[config.mk]
export PLATFORM = sky130hd
export DESIGN_NAME = mgt_tx_port
export DESIGN_NICKNAME = d
export VERILOG_FILES = /design/src/rtl/mgt_tx_port_pkg.sv /design/src/rtl/mgt_tx_port_fifo.sv /design/src/rtl/mgt_tx_port.sv
export SDC_FILE = /design/constraint.sdc
export NUM_CORES = 1
export LEC_CHECK = 0
export BUFFER_PORTS_ARGS = -buffer_cell sky130_fd_sc_hd__buf_2
export CAP_MARGIN = 15
export CORE_ASPECT_RATIO = 1.2
export CORE_MARGIN = 2
export CORE_UTILIZATION = 49
export DETAILED_ROUTE_END_ITERATION = 8
export PLACE_DENSITY_LB_ADDON = 0.2
export SLEW_MARGIN = 20
export SYNTH_ARGS = -nofsm -noshare
export SYNTH_HDL_FRONTEND = slang
export SYNTH_HIERARCHICAL = 1
export SYNTH_SLANG_ARGS = --single-unit
[constraint.sdc]
create_clock -name clk -period 4 [get_ports clk]
set_input_delay 0.4 -clock clk [delete_from_list [all_inputs] [get_ports clk]]
set_output_delay 0.4 -clock clk [all_outputs]
set_load 0.03 [all_outputs]
[src/rtl/mgt_tx_port_pkg.sv]
// Shared definitions for the MGT transmit port: flit geometry, port codes and
// the arbiter source selector.
package mgt_tx_port_pkg;

  localparam int unsigned FLIT_SIZE            = 82;
  localparam int unsigned VALID_BIT            = 81;
  localparam int unsigned DEFAULT_INIT_CREDITS = 16;

  typedef enum logic [2:0] {
    DIR_INJECT = 3'd0,
    DIR_XPOS   = 3'd1,
    DIR_XNEG   = 3'd2,
    DIR_YPOS   = 3'd3,
    DIR_YNEG   = 3'd4,
    DIR_ZPOS   = 3'd5,
    DIR_ZNEG   = 3'd6,
    DIR_EJECT  = 3'd7
  } dir_e;

  typedef enum logic {
    SRC_SW  = 1'b0,
    SRC_INJ = 1'b1
  } src_e;

endpackage

[src/rtl/mgt_tx_port_fifo.sv]
// Power-of-two synchronous FIFO with fall-through read data; a push into a
// full FIFO is accepted when a pop happens in the same cycle.
module tx_fifo #(
  parameter  int unsigned WIDTH = 82,
  parameter  int unsigned DEPTH = 4,
  localparam int unsigned AW    = (DEPTH > 1) ? $clog2(DEPTH) : 1,
  localparam int unsigned CW    = $clog2(DEPTH) + 1
) (
  input  logic             clk,
  input  logic             rst,
  input  logic             push,
  input  logic [WIDTH-1:0] din,
  input  logic             pop,
  output logic [WIDTH-1:0] dout,
  output logic             full,
  output logic             empty,
  output logic [CW-1:0]    count
);

  logic [WIDTH-1:0] mem [DEPTH];
  logic [AW-1:0]    wr_ptr;
  logic [AW-1:0]    rd_ptr;
  logic             do_push;
  logic             do_pop;

  assign full    = (count == CW'(DEPTH));
  assign empty   = (count == '0);
  assign do_pop  = pop && !empty;
  assign do_push = push && (!full || do_pop);
  assign dout    = mem[rd_ptr];

  always_ff @(posedge clk or negedge rst) begin
    if (!rst) begin
      wr_ptr <= '0;
      rd_ptr <= '0;
      count  <= '0;
    end else begin
      if (do_push) wr_ptr <= wr_ptr + AW'(1);
      if (do_pop)  rd_ptr <= rd_ptr + AW'(1);
      count <= count + CW'(do_push) - CW'(do_pop);
    end
  end

  always_ff @(posedge clk) begin
    if (do_push) mem[wr_ptr] <= din;
  end

endmodule

[src/rtl/mgt_tx_port.sv]
// MGT transmit port: merges switch and inject flits into one credit-limited
// output stream with round-robin arbitration between the two sources.
module mgt_tx_port
  #(
  parameter int unsigned FLIT_SIZE    = mgt_tx_port_pkg::FLIT_SIZE,
  parameter int unsigned VALID_BIT    = mgt_tx_port_pkg::VALID_BIT,
  parameter int unsigned SW_Q_DEPTH   = 4,
  parameter int unsigned INJ_Q_DEPTH  = 4,
  parameter int unsigned INIT_CREDITS = mgt_tx_port_pkg::DEFAULT_INIT_CREDITS,
  parameter int unsigned CREDIT_W     = 8
) (
  input  logic                 clk,
  input  logic                 rst,
  input  logic [FLIT_SIZE-1:0] sw_flit,
  input  logic                 sw_valid,
  output logic                 sw_afull,
  input  logic [FLIT_SIZE-1:0] inject_flit,
  input  logic                 inject_valid,
  output logic                 inject_avail,
  input  logic                 credit_return,
  output logic [FLIT_SIZE-1:0] out_flit,
  output logic                 out_valid,
  output logic [CREDIT_W-1:0]  credit_count,
  output logic [1:0]           err
);
  import mgt_tx_port_pkg::*;

  localparam int unsigned SW_CW  = $clog2(SW_Q_DEPTH) + 1;
  localparam int unsigned INJ_CW = $clog2(INJ_Q_DEPTH) + 1;
  localparam logic [CREDIT_W-1:0] INIT_CNT = CREDIT_W'(INIT_CREDITS);

  if (VALID_BIT >= FLIT_SIZE || SW_Q_DEPTH < 4 || INJ_Q_DEPTH < 2 ||
      (SW_Q_DEPTH & (SW_Q_DEPTH - 1)) != 0 ||
      (INJ_Q_DEPTH & (INJ_Q_DEPTH - 1)) != 0 ||
      (64'd1 << CREDIT_W) <= 64'(INIT_CREDITS)) begin : g_bad_params
    $error("mgt_tx_port: illegal parameterisation");
  end

  logic [FLIT_SIZE-1:0] sw_dout;
  logic [FLIT_SIZE-1:0] inj_dout;
  logic                 sw_full;
  logic                 sw_empty;
  logic [SW_CW-1:0]     sw_count;
  logic                 inj_full;
  logic                 inj_empty;
  logic [INJ_CW-1:0]    inj_count;
  logic                 unused_inj_count;
  logic                 inj_push;
  logic                 credit_ok;
  logic                 sw_elig;
  logic                 inj_elig;
  logic                 grant_sw;
  logic                 grant_inj;
  logic                 send;
  src_e                 rr;

  assign unused_inj_count = ^inj_count;

  assign inject_avail = !inj_full;
  assign inj_push     = inject_valid && inject_avail;
  assign sw_afull     = (32'(sw_count) >= SW_Q_DEPTH - 32'd2);

  tx_fifo #(.WIDTH(FLIT_SIZE), .DEPTH(SW_Q_DEPTH)) u_sw_fifo (
    .clk   (clk),
    .rst   (rst),
    .push  (sw_valid),
    .din   (sw_flit),
    .pop   (grant_sw),
    .dout  (sw_dout),
    .full  (sw_full),
    .empty (sw_empty),
    .count (sw_count)
  );

  tx_fifo #(.WIDTH(FLIT_SIZE), .DEPTH(INJ_Q_DEPTH)) u_inj_fifo (
    .clk   (clk),
    .rst   (rst),
    .push  (inj_push),
    .din   (inject_flit),
    .pop   (grant_inj),
    .dout  (inj_dout),
    .full  (inj_full),
    .empty (inj_empty),
    .count (inj_count)
  );

  assign credit_ok = (credit_count != '0);
  assign sw_elig   = !sw_empty && credit_ok;
  assign inj_elig  = !inj_empty && credit_ok;

  always_comb begin
    grant_sw  = 1'b0;
    grant_inj = 1'b0;
    if (sw_elig && inj_elig) begin
      if (rr == SRC_SW) grant_sw  = 1'b1;
      else              grant_inj = 1'b1;
    end else begin
      grant_sw  = sw_elig;
      grant_inj = inj_elig;
    end
  end

  assign send = grant_sw || grant_inj;

  always_ff @(posedge clk or negedge rst) begin
    if (!rst) begin
      out_flit     <= '0;
      out_valid    <= 1'b0;
      credit_count <= INIT_CNT;
      rr           <= SRC_SW;
      err          <= '0;
    end else begin
      out_valid <= send;
      if (grant_sw)       out_flit <= sw_dout;
      else if (grant_inj) out_flit <= inj_dout;
      else                out_flit <= '0;

      // Priority always passes to the source that did not send this cycle.
      if (send) rr <= grant_sw ? SRC_INJ : SRC_SW;

      if (credit_return && !send) begin
        if (credit_count == INIT_CNT) err[1] <= 1'b1;
        else                          credit_count <= credit_count + CREDIT_W'(1);
      end else if (send && !credit_return) begin
        credit_count <= credit_count - CREDIT_W'(1);
      end

      if (sw_valid && sw_full && !grant_sw) err[0] <= 1'b1;
    end
  end

endmodule

==> qor.yml <==
floorplan:
  core_mm2: 0.0571
  die_w_um: 223
  ios: 264
  fp-row-count: 96
  die_h_um: 267
  die_area_mm2: 0.0596
  initial_core_util: 0.495
setup_path:
  cp.required_ps: 4480
  worst_ep_arrival_time_ps: 3990
  path_class: "reg2reg"
  worst-path-max-fanout: 7
  start_kind: "flip-flop"
  endpoint_kind: "flip-flop"
route:
  firstDrtPassIters: 5
  wirelength_um: 62900
  drt_iter0_drc: 1124
  route.vias.total: 13700
  routed_via_density: 5.58
  drtAntennaViolNets: 0
  drc: 0
  wl_per_cell_um: 25.6
global_routing:
  grt_start_max_net_pins: 66
  antenna_found_initial: 11
  grt-ovfl-total: 0
  grt_first_pass_wirelength_um: 94000
  grt_pass1_vias: 14700
  track_usage: 0.216
synthesis:
  syn_inst: 1189
  synth_fp_nets: 1377
  synth.mux.area_fraction: 0.134
  yosys_warnings: 6
  synth_compound_gate_area_share: 0.0332
  synthAdderAreaFrac: 0.00921
  ys_seq_area_frac: 0.793
  synth-xor-area-share: 0.00527
  yosys.area_share.simple: 0.00881
  syn-cell-area_mm2: 0.0282
  synth_cell_types: 44
  syn_avg_cell_area_um2: 23.8
  synth_top_family_by_area: "multiplexers"
  synth_seq_cells: 764
cts:
  clock_path_buffers: 3
  insertion_delay_ps: 620
  clk_pin_slew_worst_paths_ps: 60
  cts_htree_levels: 3
  cts_repair_resize_count: 0
  root_buffer: "clkbuf_16"
  cts_buffers: 75
  postCtsSetupBuffers: 0
  cts_tree: "built"
  clock_sinks: 764
timing:
  relSlewSlack: 0.313
  setup_viol: 0
  period_minus_slack_ps: 3510
  clock_skew_ps: 28.1
  slew_viol_final: 0
  worst_pin_slew_ps: 1030
  grt_setup_unrepaired: "false"
  final-hold-violation-count: 0
  min_period_over_period: 0.878
  fmax_mhz: 285
  setup_tns_ps: 0
power:
  power.density_mw_per_mm2: 791
  p_leak_nw: 12.3
  irDropWorstVdd_mv: 0.472
flow_run:
  maxCapViolations: 0
cells_and_area:
  drive_above_1_share: 0.358
  syn_to_final_growth_pct: 22.6
  n_fill_cell: 4002
  final_nets: 1839
  multiInputGateArea_mm2: 0.00542
  utilization: 0.607
  regArea_mm2: 0.0224
place:
  place.gp.congestion: 0.746
  port_buffers: 263
  dp_hpwl_um: 38300
outcome:
  status: "complete, no violations"
min_path:
  hp-class: "in2reg"
[cell usage in the layout (no fill, tap or decap), types with 3 or more instances in the layout]
cell type / count
nor3_1: 3
inv_1: 13
fa_1: 3
dlygate4sd3_1: 141
clkinv_2: 14
dfrtp_1: 103
buf_2: 262
nand2_1: 4
or2_2: 3
xnor2_1: 12
clkinvlp_4: 4
a22o_1: 78
clkbuf_8: 10
diode_2: 6
dfrtp_4: 4
clkinv_1: 5
and2_4: 8
ha_1: 16
xor2_1: 5
o211ai_1: 3
edfxtp_1: 656
mux2_2: 4
a21oi_1: 5
buf_4: 13
a22oi_1: 4
bufinv_16: 6
clkbuf_1: 18
clkbuf_16: 79
buf_12: 22
o21ai_0: 4
nor2_1: 12
mux4_2: 164
[final cells by class]
type	instances	share of cell area
clock inverters	33	0.0107
flip-flops and latches	764	0.647
diodes	6	0.000433
inverters	13	0.00141
clock buffers	107	0.0630
multi-input cells	358	0.156
well taps	735	0.0265
repair buffers	439	0.0944
[synth_stat cells, drive strengths merged]
library cell  instances  area [µm²]
a21oi                 6        41.3
a21boi                2        22.5
o31ai                 2        42.5
nand2                 4        15.0
fa                    3        60.1
mux2                  8        97.6
a21o                  1        7.51
a211oi                1        7.51
a41oi                 1        8.76
or2                   3        18.8
o211ai                3        22.5
nand2b                2        12.5
a22oi                 4        30.0
a41o                  1        10.0
nor2                 12        45.0
and2                  9        56.3
edfxtp              656       19700
xnor2                12         105
nor3                  4        20.0
inv                  13        48.8
a22o                 78         683
o21bai                1        7.51
o21ai                 4        20.0
mux4                164        3690
buf                  45         375
clkbuf                9        33.8
dfstp                 1        26.3
xor2                  5        43.8
nor2b                 3        18.8
a2111oi               1        8.76
dfrtp               107        2680
or4                   2        18.8
nor4                  1        12.5
nor3b                 2        31.3
a21bo                 2        20.0
ha                   16         200
o22ai                 1        6.26
[repair_timing]
action / CTS / global route
hold buffers: 141 / 0
hold endpoints to repair: 618 / 0
setup endpoints to repair: 0 / 0
[flip-flops by register name, indices dropped and copies added (netlist names)]
| register | cells |
|---|---|
| u_inj_fifo/mem | 328 |
| u_sw_fifo/mem | 328 |
| out_flit | 82 |
| credit_count | 8 |
| u_inj_fifo/count | 3 |
| u_sw_fifo/count | 3 |
| err | 2 |
| u_inj_fifo/rd_ptr | 2 |
| u_inj_fifo/wr_ptr | 2 |
| u_sw_fifo/rd_ptr | 2 |
| u_sw_fifo/wr_ptr | 2 |
| out_valid | 1 |
| rr | 1 |
[routing by layer]
layer | vias to the layer above | global-route usage | share of wire
li1 | 5925 | - | -
met1 | 7309 | 0.284 | 0.40
met2 | 367 | 0.369 | 0.53
met3 | 83 | 0.0407 | 0.051
met4 | 10 | 0.0635 | 0.019
met5 | - | 0 | 0.00092
[per-stage QoR]
stage	instances	worst slack, ps	area (µm²)	power (W)	hold slack [ps]
floorplan	1189	462	28300	0.0176	104
CTS	2449	520	34600	0.0278	0.687
global route	2455	254	34600	0.0286	17.2
finish	2455	487	34600	0.0274	30.3
detailed placement	2168	524	30700	0.0204	465
global placement	2168	687	30700	0.0203	483
[critical path, cell delays in order, from the launching register on]
cell and delay [ps]:
dfrtp_1 460, nor3_1 550, and2_1 310, o21ai_0 350
ha_1 450, a211oi_1 320, o211ai_1 200, a2111oi_0 500
a41oi_1 110, xnor2_1 160
[power breakdown]
| group | total [W] | switching, W | internal, W | leakage [nW] |
|---|---|---|---|---|
| sequential | 0.0118 | 0.000999 | 0.0108 | 7.29 |
| clock | 0.00715 | 0.00293 | 0.00422 | 1.24 |
| combinational | 0.00844 | 0.00476 | 0.00368 | 3.73 |
| total | 0.0274 | 0.00869 | 0.0187 | 12.3 |
[path summary, 6_finish.rpt]
kind / slack (ps) / end / cells after the start / start
worst max-delay path: 490 / credit_count[7] / 9 / u_inj_fifo/count[1]
worst min-delay path: 30 / u_inj_fifo/mem[1][21] / 1 / inject_flit[21]
worst max register to register: 490 / credit_count[7] / 9 / u_inj_fifo/count[1]
worst min register to register: 480 / err[0] / 1 / err[0]
max in group asynchronous: 2640 / credit_count[4] / 3 / rst
min in group asynchronous: 400 / out_flit[1] / 2 / rst
[logic make-up (layout without fill, tap and decap cells)]
logic type / count (synthesis) / count (layout)
simple gates: 42 / 42
other cells: 0 / 6
compound gates: 108 / 108
xor+xnor: 17 / 17
mux: 172 / 172
flops: 764 / 764
fa+ha+maj: 19 / 19
buf+inv: 67 / 592
Power figures use the tool's default switching activity.
